==> src/rtl/fifo_obi_init_pkg.sv <==
// Shared types and constants for the FIFO OBI writer initiator.
package fifo_obi_init_pkg;

  typedef enum logic {
    IDLE = 1'b0,
    REQ  = 1'b1
  } state_e;

  localparam logic [3:0] BE_ALL = 4'hF;
  localparam int         OUT_W  = 3;

endpackage

==> src/rtl/fifo_obi_writer_initiator_fifo.sv <==
// Input word buffer (fifo_v3 interface); usage_o is one bit wider than the
// pointers so a full buffer reports DEPTH rather than wrapping to zero.
module fifo_v3 #(
  parameter int DATA_WIDTH = 32,
  parameter int DEPTH      = 4,
  parameter int ADDR_DEPTH = (DEPTH > 1) ? $clog2(DEPTH) : 1
) (
  input  logic                  clk_i,
  input  logic                  rst_ni,
  input  logic                  flush_i,
  input  logic                  testmode_i,
  output logic                  full_o,
  output logic                  empty_o,
  output logic [ADDR_DEPTH:0]   usage_o,
  input  logic [DATA_WIDTH-1:0] data_i,
  input  logic                  push_i,
  output logic [DATA_WIDTH-1:0] data_o,
  input  logic                  pop_i
);

  logic [DATA_WIDTH-1:0] mem_q [DEPTH];
  logic [ADDR_DEPTH-1:0] rd_ptr_q, wr_ptr_q;
  logic [ADDR_DEPTH:0]   cnt_q;
  logic                  push_eff, pop_eff;
  logic                  unused_testmode;

  assign unused_testmode = testmode_i;

  assign full_o   = (cnt_q == (ADDR_DEPTH + 1)'(DEPTH));
  assign empty_o  = (cnt_q == '0);
  assign usage_o  = cnt_q;
  assign data_o   = mem_q[rd_ptr_q];
  assign push_eff = push_i & ~full_o;
  assign pop_eff  = pop_i & ~empty_o;

  always_ff @(posedge clk_i or negedge rst_ni) begin
    if (!rst_ni) begin
      rd_ptr_q <= '0;
      wr_ptr_q <= '0;
      cnt_q    <= '0;
    end else if (flush_i) begin
      rd_ptr_q <= '0;
      wr_ptr_q <= '0;
      cnt_q    <= '0;
    end else begin
      if (push_eff) wr_ptr_q <= wr_ptr_q + 1'b1;
      if (pop_eff)  rd_ptr_q <= rd_ptr_q + 1'b1;
      cnt_q <= cnt_q + (ADDR_DEPTH + 1)'(push_eff) - (ADDR_DEPTH + 1)'(pop_eff);
    end
  end

  always_ff @(posedge clk_i) begin
    if (push_eff && !flush_i) mem_q[wr_ptr_q] <= data_i;
  end

endmodule

==> src/rtl/fifo_obi_writer_initiator.sv <==
// OBI write initiator feeding the serial-link FIFO responder: buffers stream
// words and issues each as a write to a fixed address, with credit tracking.
module fifo_obi_writer_initiator
  import fifo_obi_init_pkg::*;
#(
  parameter int                    DATA_WIDTH      = 32,
  parameter int                    ADDR_WIDTH      = 32,
  parameter int                    BUF_DEPTH       = 4,
  parameter int                    MAX_OUTSTANDING = 2,
  parameter logic [ADDR_WIDTH-1:0] TARGET_ADDR     = '0
) (
  input  logic                  clk_i,
  input  logic                  rst_ni,
  input  logic                  enable_i,
  input  logic [DATA_WIDTH-1:0] data_i,
  input  logic                  valid_i,
  output logic                  ready_o,
  output logic                  req_o,
  input  logic                  gnt_i,
  output logic [ADDR_WIDTH-1:0] addr_o,
  output logic                  we_o,
  output logic [3:0]            be_o,
  output logic [DATA_WIDTH-1:0] wdata_o,
  input  logic                  rvalid_i,
  input  logic [DATA_WIDTH-1:0] rdata_i,
  output logic                  busy_o,
  output logic [2:0]            outstanding_o,
  output logic [31:0]           sent_cnt_o,
  output logic                  err_o
);

  localparam int UW = $clog2(BUF_DEPTH) + 1;
  localparam logic [OUT_W:0] MAX_OUT = (OUT_W + 1)'(MAX_OUTSTANDING);

  logic            full, empty, push, pop;
  logic [UW-1:0]   usage;
  logic [OUT_W-1:0] outst_q;
  logic [OUT_W:0]  out_after;
  logic            credit_ok, b2b, resp_ok, resp_err;
  logic [31:0]     sent_q;
  logic            err_q;
  state_e          state_q;
  logic [DATA_WIDTH-1:0] unused_rdata;

  assign unused_rdata = rdata_i;

  fifo_v3 #(
    .DATA_WIDTH (DATA_WIDTH),
    .DEPTH      (BUF_DEPTH)
  ) i_buf (
    .clk_i      (clk_i),
    .rst_ni     (rst_ni),
    .flush_i    (1'b0),
    .testmode_i (1'b0),
    .full_o     (full),
    .empty_o    (empty),
    .usage_o    (usage),
    .data_i     (data_i),
    .push_i     (push),
    .data_o     (wdata_o),
    .pop_i      (pop)
  );

  assign push = valid_i & ready_o;
  assign pop  = req_o & gnt_i;

  assign credit_ok = ({1'b0, outst_q} < MAX_OUT);
  // Outstanding count as seen after this cycle's grant and response settle.
  assign out_after = {1'b0, outst_q} + (OUT_W + 1)'(1) - (OUT_W + 1)'(rvalid_i);
  assign b2b       = (usage >= UW'(2)) & enable_i & (out_after < MAX_OUT);
  assign resp_ok   = rvalid_i & (outst_q != '0);
  assign resp_err  = rvalid_i & (outst_q == '0);

  always_ff @(posedge clk_i or negedge rst_ni) begin
    if (!rst_ni) begin
      state_q <= IDLE;
      outst_q <= '0;
      sent_q  <= '0;
      err_q   <= 1'b0;
    end else begin
      case (state_q)
        IDLE:    if (enable_i && !empty && credit_ok) state_q <= REQ;
        REQ:     if (gnt_i && !b2b) state_q <= IDLE;
        default: state_q <= IDLE;
      endcase
      outst_q <= outst_q + OUT_W'(pop) - OUT_W'(resp_ok);
      sent_q  <= sent_q + 32'(resp_ok);
      if (resp_err) err_q <= 1'b1;
    end
  end

  assign req_o         = (state_q == REQ);
  assign ready_o       = ~full;
  assign addr_o        = TARGET_ADDR;
  assign we_o          = 1'b1;
  assign be_o          = BE_ALL;
  assign busy_o        = ~empty | req_o | (outst_q != '0);
  assign outstanding_o = outst_q;
  assign sent_cnt_o    = sent_q;
  assign err_o         = err_q;

endmodule

==> config.mk <==
export PLATFORM = sky130hd
export DESIGN_NAME = fifo_obi_writer_initiator
export DESIGN_NICKNAME = d
export VERILOG_FILES = /design/src/rtl/fifo_obi_init_pkg.sv /design/src/rtl/fifo_obi_writer_initiator_fifo.sv /design/src/rtl/fifo_obi_writer_initiator.sv
export SDC_FILE = /design/constraint.sdc
export NUM_CORES = 1
export LEC_CHECK = 0
export ABC_CLOCK_PERIOD_IN_PS = 2700
export BUFFER_PORTS_ARGS = -buffer_cell sky130_fd_sc_hd__buf_2
export CAP_MARGIN = 25
export CORE_ASPECT_RATIO = 0.5
export CORE_MARGIN = 3
export CORE_UTILIZATION = 40
export DETAILED_ROUTE_END_ITERATION = 7
export GPL_ROUTABILITY_DRIVEN = 0
export PLACE_DENSITY = 0.71
export SYNTH_ARGS = -nofsm -noshare
export SYNTH_HDL_FRONTEND = slang
export SYNTH_SLANG_ARGS = --single-unit
==> constraint.sdc <==
create_clock -name clk_i -period 2.7 [get_ports clk_i]
set_input_delay 0.405 -clock clk_i [delete_from_list [all_inputs] [get_ports clk_i]]
set_output_delay 0.405 -clock clk_i [all_outputs]
set_load 0.05 [all_outputs]
# == Word level (Yosys, flattened, before mapping) ==
# Memories as Yosys holds them, arrays and structs flattened.
# Index checks and enable logic that the tools add are counted.
# totals
in_bits,70
regBits,44
mem_bits_rw,128
n_memories,1
output_inout_bits,108
# op_classes
eq_ne,1
n_mux,5
n_lt_le_gt_ge,3
addsub,9
reduce_logical,8
bitwise,13
# memory_table
memory,depth,width,read_ports,rd_ports_with_merged_regs,write_ports,line,source
i_buf.mem_q,4,32,1,0,1,fifo_obi_writer_initiator_fifo.sv:21,logic [DATA_WIDTH-1:0] mem_q [DEPTH];
# op_table
operator,count
adder 32 x 1 -> 32 bit,1
AND 1 bit,8
adder 3 x 1 -> 3 bit,2
logical NOT 3 bit,2
subtractor 3 x 1 -> 3 bit,2
"adder 2 x 1 -> 2 bit, second input constant",2
"adder 3 x 1 -> 4 bit, second input constant",1
"< comparator 4 x 2 -> 1 bit, second input constant",1
two-way mux 1 bit,4
subtractor 4 x 1 -> 4 bit,1
"== test 3 bit, second input constant",1
">= comparator 3 x 2 -> 1 bit, second input constant",1
logical AND 1 bit,3
"< comparator 3 x 2 -> 1 bit, second input constant",1
NOT 1 bit,3
nonzero test 3 bit,1
logical NOT 1 bit,2
bitwise OR 1 bit,2
case mux 1 bit (2 select lines),1

# == Logic depth before layout (Yosys ltp) ==
# depth
word_depth,8
depth_mapped,8
ltp_nobuf,8

# == Cells and area by module ==
# A second synthesis with hierarchy kept.
# hier_totals
cells_unflattened,410
hier_area_um2,7264.5
# modules_own_cells
module,instances,cells_each,area_per_inst_um2
fifo_v3,1,216,5196.2
fifo_obi_writer_initiator,1,194,2068.2

# == Least setup slack after synthesis ==
# No wires, ideal clock.
# synth_path
kind,reg-to-reg
startpoint,register i_buf.cnt_q[1] (netlist: i_buf.usage_o[1])
endpoint,memory i_buf.mem_q[0][0] (enable)
setup_ps,392
stages_incl_launch_ff,4
period_less_slack_ps,2237
t_arrival_ps,1845
t_required_ps,2308
setup_slack_ps,463
cell_sequence,dfrtp_1 > inv_1 > nand3_1 > and3_1
# synth_between
elab_chain_len,6
# synth_rtl
element,line,source
from (decl),fifo_obi_writer_initiator_fifo.sv:23,logic [ADDR_DEPTH:0] cnt_q;
from (signal assigned),fifo_obi_writer_initiator_fifo.sv:48,cnt_q <= cnt_q + (ADDR_DEPTH + 1)'(push_eff) - (ADDR_DEPTH + 1)'(pop_eff);
== test 3 bit *,fifo_obi_writer_initiator_fifo.sv:29,assign full_o = (cnt_q == (ADDR_DEPTH + 1)'(DEPTH));
NOT 1 bit *,fifo_obi_writer_initiator.sv:93,assign ready_o = ~full;
net ready_o,fifo_obi_writer_initiator.sv:17,"output logic ready_o,"
AND 1 bit,fifo_obi_writer_initiator.sv:64,assign push = valid_i & ready_o;
AND 1 bit *,fifo_obi_writer_initiator_fifo.sv:33,assign push_eff = push_i & ~full_o;
two-way mux 1 bit *,fifo_obi_writer_initiator_fifo.sv:53,if (push_eff && !flush_i) mem_q[wr_ptr_q] <= data_i;
two-way mux 1 bit (implied by the code) *,fifo_obi_writer_initiator_fifo.sv:53,
to (decl),fifo_obi_writer_initiator_fifo.sv:21,
# The timed path passes the listed nets; every way through them passes the cells marked *.

# == Worst setup path in the final report ==
# layout_path
startpoint,register i_buf.rd_ptr_q[0]
endpoint,output wdata_o[12]
# layout_between
elab_chain_len,1
# layout_rtl
element,line,source
from (decl),fifo_obi_writer_initiator_fifo.sv:22,"logic [ADDR_DEPTH-1:0] rd_ptr_q, wr_ptr_q;"
from (signal assigned),fifo_obi_writer_initiator_fifo.sv:47,if (pop_eff) rd_ptr_q <= rd_ptr_q + 1'b1;
memory read (4 x 32 bit),-,
to (decl),fifo_obi_writer_initiator.sv:23,"output logic [DATA_WIDTH-1:0] wdata_o,"
# Every way passes these cells.

==> impl_metrics.tcl <==
set metrics [dict create \
    final_cell_mix "edfxtp_1, buf_2, dfrtp_1, conb_1, mux4_2" \
    fin_crit_sh_pct 91.47 \
    ios 178 \
    nNetsFinal 605 \
    startpoint "i_buf.rd_ptr_q[0]" \
    syn-cell-area_sq_um 7051 \
    cap_violations 0 \
    synthCells 393 \
    root_buffer "clkbuf_16" \
    worst_pin_slew_ns 0.5906 \
    wl_per_cell_um 17.12 \
    hpwl_um 8848 \
    crit_type "flop to primary output" \
    worst_slack_ns 0.2304 \
    post-cts-setup-buffer-count 0 \
    status "finished, final reports clean" \
    dr.pass1.iters 4 \
    ys_ff_latch 172 \
    power.density_nw_per_um2 1154 \
    grt_overflow 0 \
    crit_path_start_kind "flop" \
    fin_util_pct 50.27 \
    cp_max_fo 22 \
    die_w_um 193.8 \
    skew_ns 0.01161 \
    rows 33 \
    fin_setup_tns_ns 0 \
    timing.rr.start "i_buf.usage_o[1]" \
    start_util_pct 41.96 \
    cts_tree "yes" \
    drt-vias-per-instance 4.804 \
    port_buffers 108 \
    post_dp_cell_area_sq_um 7838 \
    synthTopCellsByArea "edfxtp_1, dfrtp_1, mux4_2" \
    final.min_clock_period_ns 2.470 \
    grt_pass1_wl_um 21320 \
    r2r_slack_ns 0.47 \
    r2r-end "i_buf.usage_o[2]" \
    crit_end "wdata_o[12]" \
    hp-class "input pin to flop" \
    final-max-slew-violation-count 0 \
    layout_commonest_cell "edfxtp_1" \
    antenna_found_initial 0 \
    yosysTopAreaCell "edfxtp_1" \
    synth_top_area_share_pct 54.52 \
    final_layout_size_suffix_gt1_share_pct 36.14 \
    clkLatencyLatePin_ns 0.42 \
    cts_sinks 172 \
    setup_viol 0 \
    ys_seq_area_share_pct 70.13 \
    cts_made_buffers 17 \
    diodes 0 \
    avgSynthCellArea_sq_um 17.94 \
    die_h_um 99.88 \
    antenna_left 0 \
    area_growth_pct 19.82 \
    first_iter_violations 205 \
    grt_max_degree 23 \
    rsz0062_at_grt "false" \
    drc 0 \
    postLayoutCellArea_sq_um 8448 \
    grtUsageTotal_pct 14.23 \
    fmax_mhz 404.9 \
    dp_slack_ns 0.4636 \
    clock_path_buffers 2 \
    critPathCaptureType "primary output" \
    h-tree-depth 4 \
    yosys_warnings 0 \
    dieArea_sq_um 19350 \
    power.leakage_nw 3.387 \
    core_region_area_sq_um 16800 \
    wl_um 13030 \
    busiest_layer "met2" \
    required_ns 2.30 \
    grtUsageMet1_pct 18.39 \
    reg2reg_depth 8 \
    synth_cell_types 34 \
    finalHoldViolCount 0 \
    worstPathArrival_ns 2.06 \
    use_met3_pct 3.320 \
    grt_pass1_vias 3890 \
    globalRouteMet2Util_pct 24.17 \
    vias 3656 \
    cts.clk_slew.worst_paths_ns 0.07 \
    peakVddDrop_uv 773.4 \
    slew_headroom_pct 60.33 \
]
power by group:
group	internal, mW	total (mW)	switching (mW)	leakage (nW)
clock network	1.32	2.45	1.13	0.287
registers	3.42	3.71	0.287	1.75
logic	1.10	3.59	2.49	1.35
per-layer routing:
layer	wire [um]	up-vias
met5	0	-
met4	129	0
met3	552	12
met2	6633	85
met1	5715	1873
li1	-	1686
logic make-up after synthesis:
family                   after synthesis  synth area share (%)
AO/OA/AOI/OAI                          5                0.4968
multiplexers                          34                 10.52
flip-flops                           172                 70.13
buffers and inverters                 59                 5.182
AND/OR/NAND/NOR                       71                 6.389
adder cells (fa/ha/maj)               14                 2.697
XOR/XNOR                              36                 4.472
other                                  2                0.1065
worst min-delay path by stage:
stage	startpoint	end	slack (ns)	depth (start not counted)
final	data_i[30]	i_buf.mem_q[2][30]	0.20	1
after global routing	data_i[22]	i_buf.mem_q[2][22]	0.18	1
after CTS	data_i[24]	i_buf.mem_q[2][24]	0.18	1
after detailed placement	rst_ni	outstanding_o[1]	0.40	1
after global placement	rst_ni	outstanding_o[2]	0.40	1
after floorplan	rst_ni	err_o	0.11	0
worst max-delay path: stages, from the launching register on:
cell	delay [ns]
dfrtp_4	0.60
buf_12	0.26
mux4_2	0.54
buf_2	0.23
stage by stage:
stage                     hold WS (ns)  cells  total power [mW]
after global routing            0.1788    761             10.25
after floorplan                 0.1094    428             6.576
after global placement          0.4037    728             7.360
after CTS                       0.1758    761             9.899
final                           0.1988    761             9.747
after detailed placement        0.4042    728             7.433
state kept, by name, summed over array words and instances, names as in the netlist:
register	count
sent_cnt_o	32
i_buf.mem_q	128
outstanding_o	3
err_o	1
req_o	1
i_buf.wr_ptr_q	2
i_buf.rd_ptr_q	2
i_buf.usage_o	3
cells in the mapped netlist:
library cell,n
mux2i_1,1
nand3_1,15
nor4_1,1
nor2b_1,2
nand4_1,11
nand4_4,1
nor4b_1,1
nor3_4,1
a21oi_1,1
dfrtp_1,44
and3_1,11
mux4_2,32
edfxtp_1,128
xor2_1,12
conb_1,2
xnor2_1,24
buf_4,37
ha_1,12
buf_2,4
o21bai_1,1
inv_1,14
or3_2,1
or3_1,3
clkbuf_1,4
nand2_1,10
nor4_4,2
and4_1,3
fa_1,2
o31ai_1,2
nor2_1,5
nor3_1,3
and2_0,1
a21boi_0,1
mux2_2,1
timing repair:
| action | CTS | global route |
|---|---|---|
| hold endpoints to repair | 20 | 0 |
| setup endpoints to repair | 0 | 7 |
| gates resized for setup | 0 | 1 |
| hold buffers | 1 | 0 |
final cells by class:
type	instances	area (sq um)
fill	1415	8357
sequential	172	4949
multi-input combinational	197	1877
timing repair buffer	119	688.2
clock buffer	17	425.4
tap	227	284.0
clock inverter	15	172.7
inverter	14	52.55
(Power assumes the default switching activity.)
